File: src/rtl/dmem_arbiter_pkg.sv
// Shared types for the dual-core data-memory arbiter.
// Holds the arbiter FSM encoding, requester id type and requester count.
package dmem_arbiter_pkg;

    localparam int unsigned ARB_NREQ = 2;

    typedef enum logic [1:0] {
        ARB_IDLE   = 2'd0,
        ARB_ACCESS = 2'd1,
        ARB_RESP   = 2'd2
    } arb_state_t;

    typedef logic req_id_t;

    function automatic logic [ARB_NREQ-1:0] id_onehot(input req_id_t id);
        logic [ARB_NREQ-1:0] oh;
        oh     = '0;
        oh[id] = 1'b1;
        return oh;
    endfunction

endpackage

File: src/rtl/dmem_arbiter_arb_rr_pick.sv
// Combinational requester pick: round-robin between two requesters.
// With DMEM_ARB_LOCK_EN defined, an active lock restricts the pick to the lock owner.
module arb_rr_pick
    import dmem_arbiter_pkg::*;
(
    input  logic [ARB_NREQ-1:0] req_i,
    input  req_id_t             rr_ptr_i,
`ifdef DMEM_ARB_LOCK_EN
    input  logic                lock_active_i,
    input  req_id_t             lock_id_i,
`endif
    output logic                valid_o,
    output req_id_t             id_o
);

    always_comb begin
        valid_o = |req_i;
        if (req_i[0] && req_i[1]) begin
            id_o = rr_ptr_i;
        end else begin
            id_o = req_i[1];
        end
`ifdef DMEM_ARB_LOCK_EN
        if (lock_active_i) begin
            valid_o = req_i[lock_id_i];
            id_o    = lock_id_i;
        end
`endif
    end

endmodule

File: src/rtl/dmem_arbiter.sv
// Shares one data memory between two core memory stages: round-robin pick,
// fixed MEM_LAT sequencing, per-requester stall. Optional lock: DMEM_ARB_LOCK_EN.
module dmem_arbiter
    import dmem_arbiter_pkg::*;
#(
    parameter int unsigned XLEN    = 32,
    parameter int unsigned MEM_LAT = 1
) (
    input  logic                           clk,
    input  logic                           reset,
    input  logic [ARB_NREQ-1:0]            req,
    input  logic [ARB_NREQ-1:0]            we,
    input  logic [ARB_NREQ-1:0][XLEN-1:0]  addr,
    input  logic [ARB_NREQ-1:0][XLEN-1:0]  wdata,
`ifdef DMEM_ARB_LOCK_EN
    input  logic [ARB_NREQ-1:0]            lock,
`endif
    output logic [ARB_NREQ-1:0]            gnt,
    output logic [ARB_NREQ-1:0]            rvalid,
    output logic [XLEN-1:0]                rdata,
    output logic [ARB_NREQ-1:0]            stall,
    output logic                           mem_en,
    output logic                           mem_we,
    output logic [XLEN-1:0]                mem_addr,
    output logic [XLEN-1:0]                mem_wdata,
    input  logic [XLEN-1:0]                mem_rdata
);

    localparam logic [3:0] LAT_INIT = 4'(MEM_LAT - 1);

    arb_state_t      state_q, state_d;
    req_id_t         id_q, id_d;
    req_id_t         rr_ptr_q, rr_ptr_d;
    logic            we_q, we_d;
    logic            first_q, first_d;
    logic [3:0]      lat_cnt_q, lat_cnt_d;
    logic [XLEN-1:0] addr_q, addr_d;
    logic [XLEN-1:0] wdata_q, wdata_d;
    logic [XLEN-1:0] rdata_q, rdata_d;

    req_id_t         rr_eff;
    logic            pick_valid;
    req_id_t         pick_id;
    logic            in_access;

`ifdef DMEM_ARB_LOCK_EN
    logic            lock_vld_q, lock_vld_d;
    req_id_t         lock_id_q, lock_id_d;
    logic            lock_active;
    logic            lock_release;

    assign lock_active  = lock_vld_q &  lock[lock_id_q];
    assign lock_release = lock_vld_q & ~lock[lock_id_q];
    // A release in IDLE must already favour the other requester this cycle.
    assign rr_eff       = lock_release ? ~lock_id_q : rr_ptr_q;
`else
    assign rr_eff       = rr_ptr_q;
`endif

    arb_rr_pick u_pick (
        .req_i         (req),
        .rr_ptr_i      (rr_eff),
`ifdef DMEM_ARB_LOCK_EN
        .lock_active_i (lock_active),
        .lock_id_i     (lock_id_q),
`endif
        .valid_o       (pick_valid),
        .id_o          (pick_id)
    );

    always_comb begin
        state_d   = state_q;
        id_d      = id_q;
        rr_ptr_d  = rr_ptr_q;
        we_d      = we_q;
        first_d   = first_q;
        lat_cnt_d = lat_cnt_q;
        addr_d    = addr_q;
        wdata_d   = wdata_q;
        rdata_d   = rdata_q;
`ifdef DMEM_ARB_LOCK_EN
        lock_vld_d = lock_vld_q;
        lock_id_d  = lock_id_q;
        if (lock_release) begin
            lock_vld_d = 1'b0;
            rr_ptr_d   = ~lock_id_q;
        end
`endif
        unique case (state_q)
            ARB_IDLE: begin
                if (pick_valid) begin
                    id_d      = pick_id;
                    we_d      = we[pick_id];
                    addr_d    = addr[pick_id];
                    wdata_d   = wdata[pick_id];
                    lat_cnt_d = LAT_INIT;
                    first_d   = 1'b1;
                    state_d   = ARB_ACCESS;
                end
            end
            ARB_ACCESS: begin
                first_d = 1'b0;
                if (lat_cnt_q == '0) begin
                    if (!we_q) begin
                        rdata_d = mem_rdata;
                    end
                    rr_ptr_d = ~id_q;
`ifdef DMEM_ARB_LOCK_EN
                    if (lock[id_q]) begin
                        lock_vld_d = 1'b1;
                        lock_id_d  = id_q;
                        rr_ptr_d   = rr_ptr_q;
                    end
`endif
                    state_d = ARB_RESP;
                end else begin
                    lat_cnt_d = lat_cnt_q - 4'd1;
                end
            end
            ARB_RESP: begin
                rdata_d = '0;
                state_d = ARB_IDLE;
            end
            default: begin
                state_d = ARB_IDLE;
            end
        endcase
    end

    always_ff @(posedge clk or negedge reset) begin
        if (!reset) begin
            state_q   <= ARB_IDLE;
            id_q      <= 1'b0;
            rr_ptr_q  <= 1'b0;
            we_q      <= 1'b0;
            first_q   <= 1'b0;
            lat_cnt_q <= '0;
            addr_q    <= '0;
            wdata_q   <= '0;
            rdata_q   <= '0;
`ifdef DMEM_ARB_LOCK_EN
            lock_vld_q <= 1'b0;
            lock_id_q  <= 1'b0;
`endif
        end else begin
            state_q   <= state_d;
            id_q      <= id_d;
            rr_ptr_q  <= rr_ptr_d;
            we_q      <= we_d;
            first_q   <= first_d;
            lat_cnt_q <= lat_cnt_d;
            addr_q    <= addr_d;
            wdata_q   <= wdata_d;
            rdata_q   <= rdata_d;
`ifdef DMEM_ARB_LOCK_EN
            lock_vld_q <= lock_vld_d;
            lock_id_q  <= lock_id_d;
`endif
        end
    end

    // Memory-side and response outputs decode straight from state so reset clears them at once.
    assign in_access = (state_q == ARB_ACCESS);
    assign gnt       = (in_access && first_q) ? id_onehot(id_q) : '0;
    assign rvalid    = (state_q == ARB_RESP) ? id_onehot(id_q) : '0;
    assign rdata     = rdata_q;
    assign stall     = req & ~rvalid;
    assign mem_en    = in_access;
    assign mem_we    = in_access & first_q & we_q;
    assign mem_addr  = in_access ? addr_q  : '0;
    assign mem_wdata = in_access ? wdata_q : '0;

endmodule

File: config.mk
export PLATFORM = sky130hd
export DESIGN_NAME = dmem_arbiter
export DESIGN_NICKNAME = d
export VERILOG_FILES = /design/src/rtl/dmem_arbiter_pkg.sv /design/src/rtl/dmem_arbiter_arb_rr_pick.sv /design/src/rtl/dmem_arbiter.sv
export SDC_FILE = /design/constraint.sdc
export NUM_CORES = 1
export LEC_CHECK = 0
export ABC_CLOCK_PERIOD_IN_PS = 4700
export BUFFER_PORTS_ARGS = -buffer_cell sky130_fd_sc_hd__buf_2
export CORE_MARGIN = 1
export CORE_UTILIZATION = 50
export CTS_CLUSTER_SIZE = 30
export DETAILED_ROUTE_END_ITERATION = 8
export PLACE_DENSITY = 0.92
export SKIP_CTS_REPAIR_TIMING = 1
export SLEW_MARGIN = 10
export SYNTH_ARGS = -nofsm -noshare
export SYNTH_HDL_FRONTEND = slang
export SYNTH_HIERARCHICAL = 1
export SYNTH_SLANG_ARGS = --single-unit
File: constraint.sdc
create_clock -name clk -period 4.7 [get_ports clk]
set_input_delay 0.235 -clock clk [delete_from_list [all_inputs] [get_ports clk]]
set_output_delay 0.235 -clock clk [all_outputs]
set_load 0.02 [all_outputs]
==> metrics <==
status completed; Placed Cells 914; max incr delay on CP approximately 0.93 ns; Setup TNS Final 0 ns; setup ws final 2.17 ns; register area share after synthesis ~50%; Placement Rows 37; Setup-failing EPs final 0; final clock skew between 0.01 and 0.015 ns; Mapped Nets slightly above 700; Netlist cell types 28; met2 Resource Use GR roughly two fifths; max cap viols 0; Syn Area/Cell slightly below 10 µm²; WP data arrival 2.30 ns; Cell Area, Synth between 5000 and 6000 µm²; CTS tree yes; Critical Path Sink Type output pin; Via Count approximately 4,500; worst path required time about 4.5 ns; leading cell types by count after synthesis dfrtp_1 (106), nand2_1 (103), mux2i_1 (100); clock root cell clkbuf_8; first-pass GRT wire length 19.8 mm; Worst slew margin 24.7%; grt ovf 0; WL final around 12 mm; layout net count approximately 960; Leak ~4.1 nW; Clock Latency Late Sink about 0.37 ns; peak fanout along the critical path 34; start point of the critical path state_q[1]; post-route ant nets 0; detailed-route wire length per cell 13.2 µm; Yosys reg bits roughly 110; Tcrit/Tclk final between 50% and 60%; Final min period about 2.5 ns; final hold violation count 0; Die Y 105 µm; Pwr Density 646 nW/µm²; clock slew seen by the registers of the worst setup and hold paths about 0.11 ns; routing usage on met1 between 20% and 30%; Initial Util between 50% and 60%; Final Non-Filler Cells between 900 and 1,000; width of the die 105 µm; fmax between 0.3 and 0.4 GHz; initial antenna violation count 0; cell count after synthesis 543; Synth async-reset ratio 100%; Slowest cell on crit path or2b_1; largest net degree at the start of global routing slightly above 80; Worst setup SP type flip-flop; Place WS 2.47 ns; CORE AREA just over 10,000 µm²; Area contributors post-synth dfrtp_1 (50%), mux2i_1 (19%), and2_1 (7.5%); drt pass-1 iters 4; Synth top area share 49.8%; share of post-route cells with drive strength above 1 a little under two fifths; IO buf count around 270; gr busiest metal met2; HP Start mem_rdata[15]; DRC viols 0; Antenna Cells 0; unrepaired setup endpoints after global routing no; Final HPWL DP 9.17 mm; CTS Buf Count 9; cells along the critical path or2b_1 -> nor2_1 -> nor2b_1 -> buf_2; final hold slack ~0.076 ns; Layout fillers between 800 and 900; Synth-to-Final Area Change 29.6%; yosys warns 6; Max VDD drop between 0.3 and 0.4 mV; DRT iter0 DRCs 192; Clock Tree Buf Depth 2; H-tree Lvls 3; vias in the first global route approximately 4,300; Max Slew Vio Count 0; GR Util met3 under 10%; Storage cell area roughly 2700 µm²; Tot GR Track Use between 20% and 30%; CTS Sinks about 110; area of the multi-input gates between 2000 and 2500 µm²; critical path type reg2out; EDFF count, synth 0; r2r startpoint rr_eff; Most used DFF post-synth dfrtp_1; Final Wtd Congestion 0.771; Die Footprint about 11,000 µm²; DR vias/cell roughly 4.8; area leader, netlist dfrtp_1; IO Pins between 200 and 300; Tightest Pin Transition 1.13 ns; Hold Crit Class in2reg; most common cell in the netlist dfrtp_1
-- metrics by stage --
step / area (µm²) / power (mW) / utilization [%]
floorplan: 5330 / 3.22 / -
global placement: 6680 / 3.82 / 64.7
detailed placement: 6680 / 3.90 / 64.7
CTS: 6900 / 4.51 / 66.8
global route: 6910 / 4.81 / 66.9
finish: 6910 / 4.46 / 66.9
-- cells in the final DEF, fill, tap and decap left out --
cell / Yosys / routed
and3_1: 1 / 1
a21boi_4: 0 / 1
clkinv_1: 0 / 1
nor4_1: 1 / 1
nand2b_1: 1 / 1
or2_2: 1 / 1
and2_1: 64 / 64
a21oi_1: 2 / 2
ha_1: 2 / 2
or3b_4: 0 / 1
buf_2: 12 / 268
nor2b_1: 2 / 2
dlygate4sd3_1: 0 / 1
inv_8: 0 / 3
inv_6: 0 / 3
o21ai_0: 68 / 68
nand2_1: 103 / 103
inv_1: 39 / 38
or4_4: 1 / 1
or2b_1: 1 / 1
buf_12: 3 / 1
mux2i_1: 100 / 100
nand4b_1: 1 / 1
nand2b_4: 1 / 1
or2_1: 1 / 1
nor3_1: 1 / 1
nor2_1: 5 / 5
mux2_2: 1 / 1
bufinv_16: 0 / 1
dfrtp_1: 106 / 106
nor3b_1: 1 / 1
clkbuf_8: 0 / 9
buf_4: 0 / 4
-- state kept, by name (all words and copies together) (netlist names) --
| register | flops |
|---|---|
| addr_q | 32 |
| first_q | 1 |
| id_q | 1 |
| lat_cnt_q | 4 |
| rdata | 32 |
| rr_eff | 1 |
| state_q | 2 |
| wdata_q | 32 |
| we_q | 1 |
-- report_power, final --
group / switching (mW) / internal [mW] / leakage [nW]
logic: 1.45 / 0.850 / 2.63
clock network: 0.348 / 0.264 / 0.111
registers: 0.207 / 1.34 / 1.32
-- metal layers --
layer / share of wire [%] / vias up
li1: - / 2255
met1: 42 / 2057
met2: 50 / 175
met3: 6.1 / 22
met4: 2.0 / 0
met5: 0 / -
-- final cells by class --
class / count / share of cell area, %
clock buffer: 9 / 1.79
clock inverter: 7 / 1.30
inverter: 39 / 2.12
multi-input combinational: 360 / 33.6
sequential: 106 / 38.4
tap: 136 / 2.46
timing repair buffer: 274 / 20.3
-- cell families (layout without fill, tap and decap cells) --
group | count (synthesis) | in the layout | synth area share, %
flops | 106 | 106 | 49.8
fa+ha+maj | 2 | 2 | 0.470
compound gates | 71 | 71 | 6.72
simple gates | 186 | 186 | 17.1
mux | 101 | 101 | 19.0
buf+inv | 77 | 329 | 6.90
-- path summary, 6_finish.rpt --
| check | end | slack [ns] | depth (start not counted) |
|---|---|---|---|
| max | stall[1] | 2.17 | 4 |
| min | rdata[15] | 0.08 | 3 |
| max reg2reg | addr_q[12] | 2.56 | 5 |
| min reg2reg | wdata_q[30] | 0.48 | 2 |
| max in group asynchronous | wdata_q[18] | 3.11 | 3 |
| min in group asynchronous | wdata_q[8] | 0.41 | 2 |
-- critical path, delay by kind of cell, from the launching register on --
kind	cells	cell delay, ns
simple gates	3	1.30
flops	1	0.44
buf+inv	1	0.19
(Power assumes the default switching activity.)
